===== config.mk =====
export PLATFORM = sky130hd
export DESIGN_NAME = arc4_keystream
export DESIGN_NICKNAME = d
export VERILOG_FILES = /design/src/rtl/arc4_pkg.sv /design/src/rtl/arc4_keystream.sv
export SDC_FILE = /design/constraint.sdc
export NUM_CORES = 1
export LEC_CHECK = 0
export CORE_ASPECT_RATIO = 1.25
export CORE_MARGIN = 10
export CORE_UTILIZATION = 43
export DETAILED_ROUTE_END_ITERATION = 7
export PLACE_DENSITY = 0.67
export SLEW_MARGIN = 15
export SYNTH_ARGS = -nofsm -noshare
export SYNTH_HDL_FRONTEND = slang
export SYNTH_SLANG_ARGS = --single-unit

===== constraint.sdc =====
create_clock -name clk -period 2.8 [get_ports clk]
set_input_delay 0.7 -clock clk [delete_from_list [all_inputs] [get_ports clk]]
set_output_delay 0.7 -clock clk [all_outputs]
set_load 0.01 [all_outputs]

===== src/rtl/arc4_pkg.sv =====
// Shared ARC4 sizes and the keystream-generator state encoding.
package arc4_pkg;

    localparam int ARC4_S_DEPTH = 256;
    localparam int ARC4_W       = 8;

    typedef enum logic [3:0] {
        KS_IDLE,
        KS_RD_I,
        KS_CAP_I,
        KS_RD_J,
        KS_CAP_J,
        KS_WR_I,
        KS_WR_J,
        KS_RD_K,
        KS_CAP_K,
        KS_OUT
    } arc4_ks_state_t;

endpackage


===== src/rtl/arc4_keystream.sv =====
// ARC4 PRGA: walks the shared S memory, swaps entries in place and
// streams one keystream byte per step over a valid/ready port.
module arc4_keystream
    import arc4_pkg::*;
(
    input  logic              clk,
    input  logic              rst_n,
    input  logic              en,
    input  logic [ARC4_W-1:0] msg_len,
    output logic              rdy,
    output logic [ARC4_W-1:0] s_addr,
    input  logic [ARC4_W-1:0] s_rddata,
    output logic [ARC4_W-1:0] s_wrdata,
    output logic              s_wren,
    output logic [ARC4_W-1:0] ks_data,
    output logic              ks_valid,
    input  logic              ks_ready
);

    arc4_ks_state_t    state;
    logic [ARC4_W-1:0] i;
    logic [ARC4_W-1:0] j;
    logic [ARC4_W-1:0] si;
    logic [ARC4_W-1:0] sj;
    logic [ARC4_W-1:0] remaining;
    logic [ARC4_W-1:0] j_nxt;

    assign j_nxt = j + s_rddata;

    // Outputs are registered, so each transition loads the values
    // the next state presents to the memory and the consumer.
    always_ff @(posedge clk or negedge rst_n) begin
        if (!rst_n) begin
            state     <= KS_IDLE;
            i         <= '0;
            j         <= '0;
            si        <= '0;
            sj        <= '0;
            remaining <= '0;
            rdy       <= 1'b1;
            s_addr    <= '0;
            s_wrdata  <= '0;
            s_wren    <= 1'b0;
            ks_data   <= '0;
            ks_valid  <= 1'b0;
        end else begin
            s_wren <= 1'b0;
            unique case (state)
                KS_IDLE: begin
                    if (en) begin
                        i         <= '0;
                        j         <= '0;
                        remaining <= msg_len;
                        if (msg_len != '0) begin
                            rdy    <= 1'b0;
                            s_addr <= 8'd1;
                            state  <= KS_RD_I;
                        end
                    end
                end
                KS_RD_I: begin
                    i     <= i + 8'd1;
                    state <= KS_CAP_I;
                end
                KS_CAP_I: begin
                    si     <= s_rddata;
                    j      <= j_nxt;
                    s_addr <= j_nxt;
                    state  <= KS_RD_J;
                end
                KS_RD_J: begin
                    state <= KS_CAP_J;
                end
                KS_CAP_J: begin
                    sj       <= s_rddata;
                    s_addr   <= i;
                    s_wrdata <= s_rddata;
                    s_wren   <= 1'b1;
                    state    <= KS_WR_I;
                end
                KS_WR_I: begin
                    s_addr   <= j;
                    s_wrdata <= si;
                    s_wren   <= 1'b1;
                    state    <= KS_WR_J;
                end
                KS_WR_J: begin
                    s_addr <= si + sj;
                    state  <= KS_RD_K;
                end
                KS_RD_K: begin
                    state <= KS_CAP_K;
                end
                KS_CAP_K: begin
                    ks_data  <= s_rddata;
                    ks_valid <= 1'b1;
                    state    <= KS_OUT;
                end
                KS_OUT: begin
                    if (ks_ready) begin
                        ks_valid  <= 1'b0;
                        remaining <= remaining - 8'd1;
                        if (remaining == 8'd1) begin
                            rdy   <= 1'b1;
                            state <= KS_IDLE;
                        end else begin
                            s_addr <= i + 8'd1;
                            state  <= KS_RD_I;
                        end
                    end
                end
                default: begin
                    state <= KS_IDLE;
                end
            endcase
        end
    end

endmodule


==> impl_results.md <==
- Level count of the clock H-tree: 3
- Gpl congestion: 0.839
- Clock tree from TritonCTS: yes
- Synth Cell Area: 3990 µm²
- RSZ-0062 raised after global routing: false
- Residual overflow from global routing: 0
- Non-filler cells, final: 628
- HPWL after detailed placement: 7920 µm
- Residual DRC: 0
- Final total negative setup slack: 0 ps
- Total die area: about 14000 µm²
- Worst max-slew margin expressed relative to the limit: 0.324
- Maximum clock insertion buffer count: 2
- Post CTS Setup Buffer Count: 0
- Count of vias placed by the detailed router: roughly 3500
- Class of the most critical hold timing path: primary input to asynchronous set/reset pin
- Slew @ Worst Pin: roughly 1000 ps
- Clock latency on the worst-skew pair: 330 ps
- Warnings from Yosys: 0
- Clock buffer count from CTS: 9
- Highest clock frequency the design can meet: 380 MHz
- Number of max-slew violations in the final report: 0
- Final Hold Vio Count: 0
- Critical Path Slowest Stage Cell: sky130_fd_sc_hd__clkdlybuf4s50_1
- Synth Net Count: approximately 460
- Number of cell rows: 39
- Avg Inst Size Synth: roughly 9.5 µm²
- Endpoint type of the worst setup path: register
- Area of all sequential standard cells: between 1500 and 2000 µm²
- Layout fillers: roughly 820
- Number of diodes added for antenna fixing: 0
- Bufs and invs on worst path: 1
- Post-CTS Hold Fix Bufs: 0
- Number of max-cap violations: 0
- Chip height: 128 µm
- Cell chain of the critical path: clkdlybuf4s50_1 > ha_1 > or4_1 > o22ai_1 > mux2i_1 > a211o_1 > mux2_4
- Final WL: roughly 11000 µm
- Worst setup slack before clock tree synthesis: -168 ps
- Clock sinks: approximately 70
- GRT Resource Usage Total: 0.158
- Layout overhead on the synthesized area: 28.1%
- Async set-reset flop share out of synthesis: 1.00
- Most instantiated flip-flop cell in the synthesis netlist: sky130_fd_sc_hd__dfrtp_1
- Setup WS post-layout: ~170 ps
- Critical path type: primary input to register
- Count of flip-flops with a built-in enable after synthesis: 0
- Leakage power: around 2.3 nW
- Wire length of the first global-routing pass: about 17000 µm
- Die width: around 110 µm
- Maximum fanout count along the critical path: 5
- Pin count of the biggest net entering global routing: 55
- Placeable core region: approximately 9000 µm²
- Placed instance count: just over 600
- Root Buffer: sky130_fd_sc_hd__clkbuf_16
- Number of DRC markers after the initial detailed-route iteration: between 150 and 200
- Portion of the post-synthesis area used by sequential elements: 0.446
- Data arrival, critical path: 2850 ps
- Largest delay contributor family on the critical path: buffers and inverters
- Count of port buffers added during placement: 46
- Post-route cell area: between 5000 and 6000 µm²
- Post-CTS sizing: 0
- Element type at the critical path start: primary input
- Mean routed wirelength per cell: 16.8 µm
- Multi-input combinational cell area: between 2000 and 2500 µm²
- Cell area power density: around 1200 nW/µm²
- Maximum resistive drop on vdd: ~560 µV
- Post-CTS clock slew at the launch and capture registers of the worst setup and hold paths: roughly 60 ps
- Number of nets with antenna violations after routing: 0
- Final setup violation count: 0
- Post-synth cell types: 54
- Share of post-route cells with drive strength above 1: 0.156
- Number of primary I/O pins: 47
- FF+latch count, synth: between 70 and 80
- First-pass detailed-route iteration total: 5
- Layout Skew: 8.55 ps
- Final-stage net count: 540
- Cells after Synth: ~420
- Antenna violations before repair: 0
- Run status: complete, no violations
- Final Cycle Share: 0.939
- Starting density of the core: 0.437
- Data required time at the worst endpoint: about 3000 ps
- Number of global-route vias before repair: between 3000 and 4000
- Slowest stage delay, CP: ~520 ps
- Time the worst path needs with I/O delays and setup: about 2600 ps
- Vias per std cell: about 5.5
- Post-place instance area: 4830 µm²
==> sequential cells by signal (all words and copies together), names as in the netlist <==
signal,flops
remaining,8
j,8
s_wrdata,8
s_addr,8
ks_data,8
ks_valid,1
i,8
si,8
sj,8
state,4
s_wren,1
rdy,1
==> cells in the mapped netlist (all sizes together), types with 2 or more instances <==
cell,number,share of area
nor2b,4,0.0063
xor2,3,0.0066
o22a,2,0.0044
o31ai,5,0.0094
nand3,7,0.010
nor4,2,0.0031
a22oi,6,0.011
o21a,5,0.0094
a21oi,34,0.043
mux2i,10,0.025
buf,4,0.0044
or4,3,0.0056
xnor2,6,0.013
nor3,14,0.018
and2,3,0.0047
clkbuf,12,0.011
dfrtp,70,0.44
o21ai,32,0.040
nand3b,2,0.0038
nor4b,2,0.0060
o22ai,4,0.0063
or3,2,0.0047
a31oi,7,0.011
inv,12,0.011
ha,17,0.053
mux2,18,0.052
a22o,3,0.0066
a221oi,2,0.0044
nand2,47,0.045
o31a,3,0.0066
a211oi,7,0.013
nor2,40,0.038
a21o,11,0.021
fa,2,0.010
nand2b,9,0.014
==> placed cells by master, fill, tap and decap left out, types with 4 or more instances in the layout <==
cell type	n
sky130_fd_sc_hd__nand3_1	6
sky130_fd_sc_hd__a21oi_1	34
sky130_fd_sc_hd__dfrtp_1	70
sky130_fd_sc_hd__mux2i_1	10
sky130_fd_sc_hd__clkdlybuf4s50_1	45
sky130_fd_sc_hd__nand2_1	46
sky130_fd_sc_hd__nand2b_1	9
sky130_fd_sc_hd__nor3_1	14
sky130_fd_sc_hd__mux2_2	17
sky130_fd_sc_hd__a31oi_1	7
sky130_fd_sc_hd__a211oi_1	7
sky130_fd_sc_hd__xnor2_1	6
sky130_fd_sc_hd__clkbuf_16	9
sky130_fd_sc_hd__o21ai_0	30
sky130_fd_sc_hd__o22ai_1	4
sky130_fd_sc_hd__nor2b_1	4
sky130_fd_sc_hd__nor2_1	40
sky130_fd_sc_hd__ha_1	17
sky130_fd_sc_hd__o31ai_1	5
sky130_fd_sc_hd__o21a_1	5
sky130_fd_sc_hd__inv_1	12
sky130_fd_sc_hd__buf_4	37
sky130_fd_sc_hd__a22oi_1	6
sky130_fd_sc_hd__a21o_1	11
==> report_power, final <==
group | internal [mW] | leakage [nW] | switching [mW] | total, mW
combinational | 1.55 | 1.28 | 1.73 | 3.27
clock | 0.641 | 0.138 | 0.419 | 1.06
sequential | 1.50 | 0.869 | 0.339 | 1.84
==> layer usage <==
metal	global-route usage	routed length (µm)	up-vias
met5	0	0	-
met2	0.282	5660	68
met1	0.175	4290	1703
li1	-	-	1681
met3	0.0382	400	13
met4	0.0623	214	0
==> worst reg2reg max path, stage by stage (launching register included) <==
cell	delay [ps]
sky130_fd_sc_hd__dfrtp_1	380
sky130_fd_sc_hd__nand3b_1	140
sky130_fd_sc_hd__nor2_1	70
sky130_fd_sc_hd__buf_4	180
sky130_fd_sc_hd__a22oi_1	210
sky130_fd_sc_hd__nor2b_1	830
sky130_fd_sc_hd__o2111ai_1	230
sky130_fd_sc_hd__o22a_1	210
==> final timing paths <==
path	start	to	slack, ps	cells after the start
worst min-delay path	rst_n	s_addr[0]	320	1
worst max-delay path	s_rddata[6]	s_addr[7]	170	7
worst max register to register	state[0]	s_addr[0]	440	7
min in group clk	ks_data[3]	ks_data[3]	500	1
worst min register to register	ks_data[3]	ks_data[3]	500	1
max in group asynchronous	rst_n	rdy	1790	2
==> logic make-up after synthesis <==
family,share of synthesized area
buffers and inverters,0.0270
DFF,0.446
AOI/OAI and AO/OA,0.204
xor gates and xnor gates,0.0198
adders and majority gates,0.0634
and+or+nand+nor,0.164
muxes,0.0768
==> area by class of cell <==
type	count	share of cell area
Multi-Input combinational cell	323	0.412
Clock inverter	3	0.00367
Sequential cell	71	0.348
Tap cell	123	0.0301
Timing Repair Buffer	84	0.147
Clock buffer	12	0.0502
Inverter	12	0.00882
==> metrics by stage <==
stage	utilization	total power, mW	hold WS [ps]
global placement	0.530	5.03	490
floorplan	-	3.89	404
global route	0.560	6.66	344
CTS	0.560	6.22	325
detailed placement	0.530	5.12	496
finish	0.560	6.17	315
No activity file was read; power rests on OpenSTA's default activity.
